$ cat src/rtl/ssd_display_driver.sv
// Register-value display driver: clamps a 32-bit value to 0..9999, converts it to BCD with a
// sequential double-dabble engine and scans four common-anode digits. Optional: SSD_BLANK_EN.
module ssd_display_driver #(
    parameter int unsigned SCAN_DIV = 10000
) (
    input  logic        fastclk,
    input  logic        reset,
    input  logic [31:0] value,
    output logic [3:0]  anode,
    output logic [6:0]  seg,
    output logic [3:0]  tho,
    output logic [3:0]  hun,
    output logic [3:0]  ten,
    output logic [3:0]  one,
    output logic        busy,
    output logic        overflow
);

    localparam logic [31:0] MaxValue  = 32'd9999;
    localparam logic [13:0] MaxClamp  = 14'd9999;
    localparam logic [3:0]  LastIter  = 4'd13;
    localparam int unsigned ScanWidth = (SCAN_DIV > 1) ? $clog2(SCAN_DIV) : 1;
    localparam logic [ScanWidth-1:0] ScanLast = ScanWidth'(SCAN_DIV - 1);

    typedef enum logic [1:0] {
        StIdle,
        StShift,
        StLoad
    } state_e;

    // Adds 3 to every BCD nibble that is 5 or more, ahead of the doubling shift.
    function automatic logic [15:0] dabble_adjust(input logic [15:0] bcd);
        logic [15:0] res;
        res = bcd;
        for (int i = 0; i < 4; i++) begin
            if (res[4*i +: 4] >= 4'd5) begin
                res[4*i +: 4] = res[4*i +: 4] + 4'd3;
            end
        end
        return res;
    endfunction

    function automatic logic [6:0] seg_decode(input logic [3:0] digit);
        logic [6:0] pattern;
        case (digit)
            4'd0:    pattern = 7'b1000000;
            4'd1:    pattern = 7'b1111001;
            4'd2:    pattern = 7'b0100100;
            4'd3:    pattern = 7'b0110000;
            4'd4:    pattern = 7'b0011001;
            4'd5:    pattern = 7'b0010010;
            4'd6:    pattern = 7'b0000010;
            4'd7:    pattern = 7'b1111000;
            4'd8:    pattern = 7'b0000000;
            4'd9:    pattern = 7'b0010000;
            default: pattern = 7'b1111111;
        endcase
        return pattern;
    endfunction

    // ------------------------------------------------------------------
    // Input sampling
    // ------------------------------------------------------------------
    logic        value_ovf;
    logic [13:0] value_clamp;
    logic [13:0] value_q;
    logic        ovf_q;

    always_comb begin
        value_ovf   = (value > MaxValue);
        value_clamp = value_ovf ? MaxClamp : value[13:0];
    end

    always_ff @(posedge fastclk or negedge reset) begin
        if (!reset) begin
            value_q <= '0;
            ovf_q   <= 1'b0;
        end else begin
            value_q <= value_clamp;
            ovf_q   <= value_ovf;
        end
    end

    // ------------------------------------------------------------------
    // Conversion FSM
    // ------------------------------------------------------------------
    state_e      state_q, state_d;
    logic [13:0] conv_src_q, conv_src_d;
    logic        ovf_conv_q, ovf_conv_d;
    logic [15:0] bcd_q, bcd_d;
    logic [13:0] bin_q, bin_d;
    logic [3:0]  iter_q, iter_d;
    logic [3:0]  tho_d, hun_d, ten_d, one_d;
    logic        overflow_d;
    logic [15:0] bcd_adj;

    always_comb begin
        state_d    = state_q;
        conv_src_d = conv_src_q;
        ovf_conv_d = ovf_conv_q;
        bcd_d      = bcd_q;
        bin_d      = bin_q;
        iter_d     = iter_q;
        tho_d      = tho;
        hun_d      = hun;
        ten_d      = ten;
        one_d      = one;
        overflow_d = overflow;
        bcd_adj    = dabble_adjust(bcd_q);

        case (state_q)
            StIdle: begin
                // Compare against the committed overflow too, so 9999 -> >9999 still recommits.
                if ((value_q != conv_src_q) || (ovf_q != overflow)) begin
                    conv_src_d = value_q;
                    ovf_conv_d = ovf_q;
                    bcd_d      = '0;
                    bin_d      = value_q;
                    iter_d     = '0;
                    state_d    = StShift;
                end
            end
            StShift: begin
                {bcd_d, bin_d} = {bcd_adj, bin_q} << 1;
                iter_d         = iter_q + 4'd1;
                if (iter_q == LastIter) begin
                    state_d = StLoad;
                end
            end
            StLoad: begin
                tho_d      = bcd_q[15:12];
                hun_d      = bcd_q[11:8];
                ten_d      = bcd_q[7:4];
                one_d      = bcd_q[3:0];
                overflow_d = ovf_conv_q;
                state_d    = StIdle;
            end
            default: state_d = StIdle;
        endcase
    end

    always_ff @(posedge fastclk or negedge reset) begin
        if (!reset) begin
            state_q    <= StIdle;
            conv_src_q <= '0;
            ovf_conv_q <= 1'b0;
            bcd_q      <= '0;
            bin_q      <= '0;
            iter_q     <= '0;
            tho        <= '0;
            hun        <= '0;
            ten        <= '0;
            one        <= '0;
            overflow   <= 1'b0;
        end else begin
            state_q    <= state_d;
            conv_src_q <= conv_src_d;
            ovf_conv_q <= ovf_conv_d;
            bcd_q      <= bcd_d;
            bin_q      <= bin_d;
            iter_q     <= iter_d;
            tho        <= tho_d;
            hun        <= hun_d;
            ten        <= ten_d;
            one        <= one_d;
            overflow   <= overflow_d;
        end
    end

    assign busy = (state_q != StIdle);

    // ------------------------------------------------------------------
    // Digit scan: prescaler and ring index run independently of the converter
    // ------------------------------------------------------------------
    logic [ScanWidth-1:0] scan_cnt_q;
    logic [1:0]           digit_idx_q;
    logic                 scan_wrap;

    assign scan_wrap = (scan_cnt_q == ScanLast);

    always_ff @(posedge fastclk or negedge reset) begin
        if (!reset) begin
            scan_cnt_q  <= '0;
            digit_idx_q <= '0;
        end else if (scan_wrap) begin
            scan_cnt_q  <= '0;
            digit_idx_q <= digit_idx_q + 2'd1;
        end else begin
            scan_cnt_q  <= scan_cnt_q + 1'b1;
        end
    end

    logic [3:0] digit_sel;
    logic       blank;

    always_comb begin
        anode = ~(4'b0001 << digit_idx_q);
        case (digit_idx_q)
            2'd0:    digit_sel = one;
            2'd1:    digit_sel = ten;
            2'd2:    digit_sel = hun;
            default: digit_sel = tho;
        endcase
`ifdef SSD_BLANK_EN
        // Leading-zero suppression; the ones digit always shows.
        case (digit_idx_q)
            2'd3:    blank = (tho == 4'd0);
            2'd2:    blank = (tho == 4'd0) && (hun == 4'd0);
            2'd1:    blank = (tho == 4'd0) && (hun == 4'd0) && (ten == 4'd0);
            default: blank = 1'b0;
        endcase
`else
        blank = 1'b0;
`endif
        seg = blank ? 7'b1111111 : seg_decode(digit_sel);
    end

endmodule
$ cat config.mk
export PLATFORM = sky130hd
export DESIGN_NAME = ssd_display_driver
export DESIGN_NICKNAME = d
export VERILOG_FILES = /design/src/rtl/ssd_display_driver.sv
export SDC_FILE = /design/constraint.sdc
export NUM_CORES = 1
export LEC_CHECK = 0
export BUFFER_PORTS_ARGS = -buffer_cell sky130_fd_sc_hd__buf_2
export CORE_MARGIN = 4
export CORE_UTILIZATION = 50
export DETAILED_ROUTE_END_ITERATION = 10
export PLACE_DENSITY_LB_ADDON = 0.15
export SLEW_MARGIN = 20
export SYNTH_ARGS = -nofsm -noshare
export SYNTH_HDL_FRONTEND = slang
export SYNTH_SLANG_ARGS = --single-unit
$ cat constraint.sdc
create_clock -name fastclk -period 3.85 [get_ports fastclk]
set_input_delay 0.1925 -clock fastclk [delete_from_list [all_inputs] [get_ports fastclk]]
set_output_delay 0.1925 -clock fastclk [all_outputs]
set_load 0.005 [all_outputs]
* Yosys cells after proc, flatten, opt, wreduce, memory -nomap -nowiden
Memory sizes are Yosys's and may differ from the RTL's. Cells that the tools add are included.
Word-level totals: bits in registers 99, latch bits 0, memory bits (writable) 0, ROM bits 112, input bits 34, output and inout bits 29, logic and storage cells 64, memories 1
Memories:
- (name not given) | depth 16, width 7, rd ports 1, clocked after Yosys merged registers in 0, write ports 0, RTL line 45 | case (digit)
Operators by class: add/sub/neg operators 7, multiply operators 0, divide/modulo/power cells 0, order comparisons 5, equal/unequal tests 10, shift-type cells 1, muxes and demuxes 16, bitwise gates (word level) 1, reduce and logical (&&, ||, !) cells 8
Operators by type and width (count):
- 14-bit two-way mux | 3
- 32-bit by 14-bit greater-than comparator with 1-bit output, second input constant | 1
- 16-bit one-hot mux with 2 select lines | 1
- 14-bit one-hot mux with 2 select lines | 1
- 4-bit by 3-bit >= comparator with 1-bit output, second input constant | 4
- 16-bit two-way mux | 1
- 4-bit two-way mux | 4
- 14-bit by 1-bit adder with 14-bit output, second input constant | 1
- 14-bit == test, second input constant | 1
- 14-bit != test | 1
- 4-bit by 2-bit adder with 4-bit output, second input constant | 3
- 4-bit one-hot mux with 3 select lines | 1
- 4-bit one-hot mux with 2 select lines | 1
- 2-bit AND reduction | 3
- 4-bit by 1-bit adder with 4-bit output, second input constant | 1
- 2-bit by 1-bit == test with 1-bit output, second input constant | 2
- 2-bit == test, second input constant | 2
- 4-bit == test, second input constant | 1
- 2-bit logical NOT | 2
- 2-bit two-way mux | 2
- 2-bit != test, second input constant | 2
- 4-bit inverter | 1
- 2-bit one-hot mux with 2 select lines | 1
- 2-bit nonzero test | 2
- other kinds (6) | 6

* Depth between registers and ports, before layout
Gate-level depths: netlist of run 1.
word-level depth 4, mapped depth 8, mapped depth without buffers 8

* Least setup slack after synthesis of run 1
OpenSTA, ideal clock, no wires.
kind register -> output, start point reg digit_idx_q[0], end point out seg[1], data arrival time 1.696 ns, required time 3.658 ns, path slack 1.961 ns, cell stages (with the launch flop) 9, buffers on the path 0, cell sequence dfrtp_1 inv_1 ha_1 a222oi_1 mux2i_1 inv_1 ha_1 a21oi_1 o21ai_0
Between the ends: word-level cells in the longest chain between the ends 3, elaborated cells between the ends (all ways) 5, classes of those cells eq/ne (2); mux (1); reduce/logical (1); memory (1)
RTL lines:
- start: declaration | RTL line 176 | logic [1:0] digit_idx_q;
- start signal: assignment | RTL line 187 | digit_idx_q <= digit_idx_q + 2'd1;
- 2-bit == test, or another cell as far along | RTL line 198 | case (digit_idx_q)
- 4-bit one-hot mux with 3 select lines (*) | RTL line 198
- memory read 16 x 7 bit (*)
- end: declaration | RTL line 10 | output logic [6:0] seg,
Every way passes the cells marked *; elsewhere a longest branch is shown, timed or not.

* Worst setup path in the final report of run 1
start point reg digit_idx_q[0], end point out seg[4]
The elaborated chain is that of the path after synthesis.

==> results of run 1 <==
cells in the mapped netlist, drive strengths merged (7+ instances only):
library cell and count:
nand3 13, a21oi 13, clkbuf 11, xor2 21
mux2 40, nand2 56, dfrtp 99, mux2i 8
and2 7, a22o 10, nor2 11, inv 25
o21ai 14, nand2b 11, o2bb2ai 8, ha 19
nor3b 7, buf 8, xnor2 12, nor4 9
worst register-to-register path, delay by kind of cell (launching register included):
family           cells  cell delay (ps)
multiplexers         1              410
AO/OA/AOI/OAI        1              780
XOR/XNOR             1              180
AND/OR/NAND/NOR      1              430
flip-flops           1              420
registers in the layout, summed over array words and instances, names as in the netlist:
name         count
ovf_q            1
bcd_q           16
scan_cnt_q      14
one              4
conv_src_q      14
overflow         1
value_q         14
iter_q           4
ten              4
tho              4
hun              4
digit_idx_q      2
state_q          2
bin_q           14
ovf_conv_q       1
metal layers:
layer	part of all wire	up-vias	track usage
met3	0.044	17	0.0264
li1	-	1640	-
met1	0.48	1596	0.242
met4	0.025	0	0.0757
met2	0.45	81	0.266
met5	0	-	0
through the flow:
step                std cells  worst slack [ps]  instance area [sq um]
CTS                       638              1190                   5560
global placement          619              1580                   5330
finish                    638              1230                   5560
detailed placement        619              1500                   5330
global route              638               885                   5560
floorplan                 439              1960                   4950
cell families after synthesis:
kind of cell    count (synthesis)  synth area share
flops                          99             0.500
fa+ha+maj                      19            0.0480
buf+inv                        44            0.0450
compound gates                 59            0.0839
xor+xnor                       33            0.0584
simple gates                  137             0.144
mux                            48             0.121
worst min path at each step:
stage                     startpoint    endpoint  slack (ps)  cells after the start
after floorplan                reset    bcd_q[0]        -100                      0
after global placement         reset      ten[1]         330                      1
after detailed placement       reset      ten[1]         330                      1
after CTS                   value[1]  value_q[1]         0.5                      2
after global routing        value[2]  value_q[2]           4                      2
final                       value[1]  value_q[1]          10                      2
power by group:
group / internal (mW) / switching, mW / leakage [nW]
combinational: 0.0360 / 0.0398 / 1.40
clock: 0.267 / 0.388 / 0.0969
sequential: 1.05 / 0.00931 / 1.17
layout make-up:
type	count	area (sq um)	area share
Clock inverter	6	56.3	0.0101
Inverter	25	93.8	0.0169
Timing Repair Buffer	69	373	0.0671
Clock buffer	10	138	0.0248
Sequential cell	99	2480	0.446
Multi-Input combinational cell	296	2250	0.405
Tap cell	133	166	0.0299
==> flow_summary.yaml, run 1 <==
place:
  dp.final_hpwl_um: 6660
  portBuffers: 62
  globalplace.congestion: 0.844
cells_and_area:
  final_nets: 553
  final_common_cell: "dfrtp_1"
  final_cell_mix: "dfrtp_1 (99), buf_2 (61), nand2_1 (56), inv_1 (25), mux2_2 (22)"
  area_delta_synth_final_pct: 12.2
  num_antenna_cells: 0
  n_fill_cell: 851
  drive_gt1_frac: 0.251
  final_util: 0.571
cts:
  ctsHoldBuffers: 3
  path_clk_slew_ps: 100
  cts_resized: 0
  clock_path_buffers: 2
  cts_tree: "built"
  cts-root-buf: "clkbuf_8"
  cts-htree-levels: 3
  cts_setup_buffers: 0
  cts.sinks: 99
  clock_latency_ps: 360
  cts_made_buffers: 9
timing:
  fin_crit_ps: 2620
  slew_headroom: 0.366
  worst_pin_slew_ps: 951
  skew_ps: 16.9
  rsz0062_at_grt: "no"
  hold_viol_final: 0
  final_max_slew_viol_count: 0
  max_clock_freq_mhz: 381
  fin_crit_sh: 0.682
  setup_viol: 0
  whs_ps: 12.6
  setup_tns_ps: 0
setup_path:
  rrSetupSlack_ps: 1520
  crit_cells: 9
  worstSetupPathType: "reg -> out"
  worstReg2RegStart: "overflow"
  start_kind: "register"
  worstSetupEndpoint: "seg[4]"
  path_buf_inv: 3
  cp.arrival_ps: 2430
  cpPeakStageDelay_ps: 430
  cp_max_fo: 6
  critical_path.startpoint: "digit_idx_q[0]"
  r2r_end: "conv_src_q[4]"
  cp_top_family: "adder cells"
  required_ps: 3660
  cp_slowest_cell: "dfrtp_1"
  cp-end-kind: "output pin"
  r2r_cells: 4
  path_cells: "inv_1 > ha_1 > a222oi_1 > mux2i_1 > inv_1 > ha_1 > nand3_1 > o31a_1 > buf_2"
route:
  vias_per_cell: 5.23
  drtPass1Iterations: 4
  drc_errors: 0
  routed_wl_um: 9330
  wire_per_inst_um: 14.6
  vias: 3334
  drtAntennaViolNets: 0
  initialDrtViolationCount: 211
yosys:
  ys_types: 42
  synth.area.top_cells: "dfrtp_1 (50%), mux2_4 (5.5%), mux2_2 (5.0%)"
  syn_avg_cell_area_sq_um: 11.3
  yosysWarnings: 0
  dominantRegCellSynth: "dfrtp_1"
  synth_top_area_share: 0.500
  yosys_register_bits: 99
  ys_seq_area_frac: 0.500
  synth_cells: 439
  async_flop_share: 1.00
  yosys.area.top_type: "dfrtp_1"
  synthesis.area_sq_um: 4950
  synth_edf_count: 0
  syn-num-nets: 492
die:
  core_sq_um: 9730
  die_h_um: 108
  io-pin-count: 63
  start_util: 0.509
  dieArea_sq_um: 11600
  rows: 36
  fp.dieW_um: 108
global_routing:
  grt_max_degree: 64
  grt_pass1_wl_um: 15800
  grt_remaining_overflow: 0
  grt_usage: 0.173
  first_global_vias: 3235
  antenna_found_initial: 0
run_status:
  status: "completed"
power_and_ir_drop:
  peakVddDrop_v: 0.000219
  power_leakage_nw: 2.67
  p_per_area_nw_per_um2: 322
  p_total_mw: 1.79
job:
  cap_violations: 0
worst_hold_path:
  hold_path.class: "in -> reg"
Power figures use the tool's default switching activity.
==> run 2, diff against run 1 <==
--- a/config.mk
+++ b/config.mk
@@ -5,6 +5,7 @@
 export SDC_FILE = /design/constraint.sdc
 export NUM_CORES = 1
 export LEC_CHECK = 0
+export ABC_AREA = 1
 export BUFFER_PORTS_ARGS = -buffer_cell sky130_fd_sc_hd__buf_2
 export CORE_MARGIN = 4
 export CORE_UTILIZATION = 50
==> constraint.sdc (replaced) <==
create_clock -name fastclk -period 2.45 [get_ports fastclk]
set_input_delay 0.1225 -clock fastclk [delete_from_list [all_inputs] [get_ports fastclk]]
set_output_delay 0.1225 -clock fastclk [all_outputs]
set_load 0.005 [all_outputs]
==> run 2 against run 1 <==
Largest power group is now combinational logic. Combinational power grew to 38 times the previous value. Critical path depth unchanged. Critical path type unchanged. First-iteration DRC count is 32% higher. Critical endpoint unchanged. Synthesized cell count increased by 48%.
==> flow_summary.yaml, run 2 <==
place:
  dp.final_hpwl_um: 7300
  globalplace.congestion: 0.844
  dpl_cell_area_sq_um: 5540
  dpl.cell_count: 831
  portBuffers: 62
timing:
  worst_pin_slew_ps: 947
  hold_viol_final: 0
  fin_crit_ps: 2350
  setup_viol: 0
  fin_crit_sh: 0.960
  skew_ps: 12.8
  slew_headroom: 0.367
  whs_ps: 115
  max_clock_freq_mhz: 425
  final_max_slew_viol_count: 0
setup_path:
  required_ps: 2330
  cp.arrival_ps: 2230
  rrSetupSlack_ps: 730
  worstSetupPathType: "reg -> out"
  start_kind: "register"
  cp-end-kind: "output pin"
  cp_max_fo: 7
die:
  rows: 36
  start_util: 0.518
  dieArea_sq_um: 11900
  fp.dieW_um: 109
  io-pin-count: 63
  core_sq_um: 9860
  die_h_um: 109
cells_and_area:
  stdcell_count: 865
  final_cell_area_sq_um: 6030
  final_common_cell: "nand2_1"
  area_delta_synth_final_pct: 18.0
  final_util: 0.611
  regMostFlops: "bcd_q"
  n_fill_cell: 826
  num_antenna_cells: 0
  largest_reg_flops: 16
  drive_gt1_frac: 0.152
  final_nets: 780
  final_cell_mix: "nand2_1 (194), dfrtp_1 (99), inv_1 (89), o21ai_0 (62), buf_2 (61)"
global_routing:
  grt_remaining_overflow: 0
  grt_max_degree: 52
  first_global_vias: 4141
  grt_usage: 0.191
  antenna_found_initial: 0
  grt_pass1_wl_um: 18100
power_and_ir_drop:
  peakVddDrop_v: 0.000671
  power_leakage_nw: 3.26
  p_per_area_nw_per_um2: 1130
yosys:
  synth-simple-area-share: 0.271
  syn_avg_cell_area_sq_um: 7.87
  syn-num-nets: 702
  synth_top_area_share: 0.485
  yosys.area.top_type: "dfrtp_1"
  synthesis.area_sq_um: 5110
  synth_edf_count: 0
  dominantRegCellSynth: "dfrtp_1"
  synth_compound_area_frac: 0.0909
  synth_cells: 649
  yosys.area_share.xor_xnor: 0.0154
  synthTopCellsByCount: "nand2_1 (195), dfrtp_1 (99), inv_1 (91)"
  yosys_register_bits: 99
  synth.area.top_cells: "dfrtp_1 (48%), nand2_1 (14%), inv_1 (6.7%)"
  synthAdderAreaFrac: 0.0465
  synth_top_family_by_area: "simple AND/OR/NAND/NOR gates"
  synthMuxAreaShare: 0
  ys_seq_area_frac: 0.485
  ys_types: 32
  yosysWarnings: 0
  async_flop_share: 1.00
  yosys.cell_count.top_type: "nand2_1"
route:
  drtAntennaViolNets: 0
  initialDrtViolationCount: 279
  routed_wl_um: 10500
  wire_per_inst_um: 12.1
  vias: 4319
  vias_per_cell: 4.99
  drc_errors: 0
  drtPass1Iterations: 4
cts:
  cts-htree-levels: 3
  cts-root-buf: "clkbuf_8"
  clock_latency_ps: 380
  cts_made_buffers: 9
  path_clk_slew_ps: 100
  cts_tree: "built"
  cts.sinks: 99
  clock_path_buffers: 2
worst_hold_path:
  hold_path.class: "in -> reg"
run_status:
  status: "completed"
job:
  cap_violations: 0
## run 2: worst paths after layout
kind                                     start       endpoint  cells past startpoint
worst max register to register     value_q[12]      bcd_q[15]                      8
worst min register to register   scan_cnt_q[0]  scan_cnt_q[0]                      1
min in group asynchronous                reset         tho[3]                      2
worst min-delay path                 value[17]    value_q[13]                      5
max in group asynchronous                reset       bin_q[8]                      3
worst max-delay path            digit_idx_q[0]         seg[4]                      9
## run 2: area by class of cell
cell class / count / area, sq um / share of cell area
Tap cell: 133 / 166 / 0.0276
Sequential cell: 99 / 2480 / 0.411
Clock buffer: 10 / 138 / 0.0228
Timing Repair Buffer: 85 / 548 / 0.0909
Clock inverter: 6 / 136 / 0.0226
Multi-Input combinational cell: 439 / 2210 / 0.366
Inverter: 93 / 352 / 0.0583
## run 2: report_power, final
group	leakage, nW	total [mW]	internal (mW)	switching (mW)
logic	1.93	2.88	1.13	1.74
clock network	0.133	1.38	0.810	0.568
registers	1.20	2.56	2.15	0.410
## run 2: cell families (layout without fill, tap and decap cells)
logic type | after synthesis | in the layout
simple gates | 321 | 321
buf+inv | 111 | 194
flops | 99 | 99
compound gates | 90 | 90
fa+ha+maj | 19 | 19
xor+xnor | 9 | 9
## run 2: stage by stage
step                      setup WS [ps]  setup TNS, ps  total power, mW
final                              99.0              0             6.81
after global routing              -7.23          -7.23             7.48
after CTS                          10.6              0             6.80
after detailed placement            305              0             5.36
after global placement              445              0             5.25
after floorplan                     638              0             4.59
## run 2: critical path, stage by stage, from the launching register on
cell and delay (ps):
dfrtp_1 440, ha_1 260, inv_4 110, nand2_1 80, o22ai_2 200, buf_4 170, ha_1 190, o21ai_1 100
o21a_1 180, buf_2 120
## run 2: repair_timing
action | CTS | global route
gates resized for setup | 3 | 11
gates cloned | 0 | 0
hold endpoints to repair | 62 | 0
endpoints found under the setup margin | 4 | 7
pin swaps | 0 | 2
hold buffers | 15 | 0
setup buffers | 0 | 3
## run 2: layer usage
metal,up-vias,part of all wire,GRT usage
met1,2003,0.46,0.231
met2,96,0.47,0.331
met5,-,0,0
met4,0,0.019,0.0586
li1,2200,-,-
met3,20,0.049,0.0533
==> run 3, diff against run 2 <==
==> constraint.sdc (replaced) <==
create_clock -name fastclk -period 2.45 [get_ports fastclk]
set_input_delay 0.1225 -clock fastclk [delete_from_list [all_inputs] [get_ports fastclk]]
set_output_delay 0.1225 -clock fastclk [all_outputs]
set_load 0.1 [all_outputs]
==> run 3 against run 2 <==
Clock skew fell by 4.4 ps. Die area did not move. First-iteration DRC count fell by 19%. Via count barely moved. Utilization rose by 1.2 points. Final cell count rose by 0.12%. Global-route usage barely moved. Register-to-register slack got worse by 60 ps. Wire length fell by 0.66%. Sequential share of layout area fell by 0.78 points. Maximum frequency rose by 0.33%.
==> flow_summary.yaml, run 3 (synthesis gave the netlist of run 2 again) <==
die:
  start_util: 0.518
  fp.dieW_um: 109
  io-pin-count: 63
  rows: 36
  dieArea_sq_um: 11900
  core_sq_um: 9860
  die_h_um: 109
cells_and_area:
  drive_gt1_frac: 0.166
  final_util: 0.623
  n_fill_cell: 879
  multi_input_area_sq_um: 2290
  regMostFlops: "bcd_q"
  largest_reg_flops: 16
  final_nets: 781
  seq_area_sq_um: 2480
  final_cell_mix: "nand2_1 (194), dfrtp_1 (98), inv_1 (89), o21ai_0 (61)"
  area_delta_synth_final_pct: 20.3
  final_common_cell: "nand2_1"
  num_antenna_cells: 0
  final_cell_area_sq_um: 6150
setup_path:
  start_kind: "register"
  cp_slowest_cell: "dfrtp_1"
  required_ps: 2330
  cp-end-kind: "output pin"
  worstSetupPathType: "reg -> out"
  path_cells: "ha_1 > inv_2 > nand2_1 > o22ai_2 > buf_4 > ha_1 > o21ai_2 > o21a_2 > buf_12"
  crit_top_cell: "ha_1"
  cp.arrival_ps: 2220
  cp_max_fo: 7
  cpPeakStageDelay_ps: 440
job:
  cap_violations: 0
route:
  vias_per_cell: 4.98
  drtPass1Iterations: 6
  drc_errors: 0
  initialDrtViolationCount: 227
  drtAntennaViolNets: 0
  vias: 4317
  routed_wl_um: 10400
  wire_per_inst_um: 12.1
timing:
  setup_viol: 0
  fin_crit_ps: 2340
  fin_crit_sh: 0.956
  worst_pin_slew_ps: 914
  slew_headroom: 0.389
  hold_viol_final: 0
  max_clock_freq_mhz: 427
  skew_ps: 8.34
  final_max_slew_viol_count: 0
place:
  dpl_cell_area_sq_um: 5660
  portBuffers: 62
  globalplace.congestion: 0.870
  dp.final_hpwl_um: 7320
cts:
  clock_path_buffers: 2
  cts-root-buf: "clkbuf_8"
  cts.sinks: 99
  cts-htree-levels: 3
  cts_made_buffers: 9
  clock_latency_ps: 360
  cts_tree: "built"
  path_clk_slew_ps: 90
global_routing:
  grt_usage: 0.192
  grt_remaining_overflow: 0
  grt_pass1_wl_um: 18300
  first_global_vias: 4168
  grt_max_degree: 53
  antenna_found_initial: 0
run_status:
  status: "completed"
worst_hold_path:
  hold_path.class: "in -> reg"
## run 3: cell count changes in the layout (fill, tap and decap cells not counted), moves of 2 or more
cell      before  now
clkinv_2       0    2
a31oi_1        3    0
buf_2         61   54
o21ai_2        1    4
o21ai_1        2    0
ha_2           3    1
a31oi_4        0    3
buf_4          7   10
ha_4           0    2
buf_12         2    5
## run 3: worst paths after layout
kind                                 from  slack [ps]  depth (start not counted)            end
hold reg to reg             scan_cnt_q[0]         480                          1  scan_cnt_q[0]
max in group asynchronous           reset        1420                          3       bcd_q[5]
setup reg to reg               value_q[6]         670                         11      iter_q[0]
min in group asynchronous           reset         340                          2         tho[2]
hold / removal                  value[16]         130                          5    value_q[13]
setup / recovery           digit_idx_q[1]         110                          9         seg[4]
## run 3: per-layer routing
metal	GRT usage	vias up	routed length (um)	share of wire
li1	-	2204	-	-
met1	0.250	2012	5010	0.48
met2	0.320	88	4840	0.46
met3	0.0397	13	444	0.043
met4	0.0595	0	150	0.014
met5	0	-	0	0
## run 3: worst max-delay path, delay by kind of cell, from the launching register on
family                   cells  cell delay (ps)
adder cells (fa/ha/maj)      2              450
flip-flops                   1              440
buffers and inverters        3              430
AO/OA/AOI/OAI                3              430
AND/OR/NAND/NOR              1               90
## run 3: stage by stage
step                      cells  TNS, ps  hold slack (ps)  setup slack (ps)
after floorplan             649    -96.7             -173             -96.7
after global placement      833        0              207               296
after detailed placement    833        0              216               193
after CTS                   864        0              111              4.73
after global routing        866    -19.2              115             -11.9
final                       866        0              127               107
## run 3: repair_timing
action / 4_1_cts / 5_1_grt
endpoints found under the hold margin: 65 / 0
buffers inserted: 0 / 2
resized for setup: 9 / 15
hold buffers: 15 / 0
endpoints found under the setup margin: 6 / 7
pin swaps: 0 / 1
## run 3: area by class of cell
type / instances / area share
clock buffer: 9 / 0.0202
tap: 133 / 0.0271
clock inverter: 7 / 0.0189
timing repair buffer: 86 / 0.101
inverter: 93 / 0.0568
sequential: 99 / 0.403
multi-input combinational: 439 / 0.373
Power of run 3 is left out: the tool's default activity adds up to more than one toggle a clock period on the data nets, which glitch-free logic cannot reach.
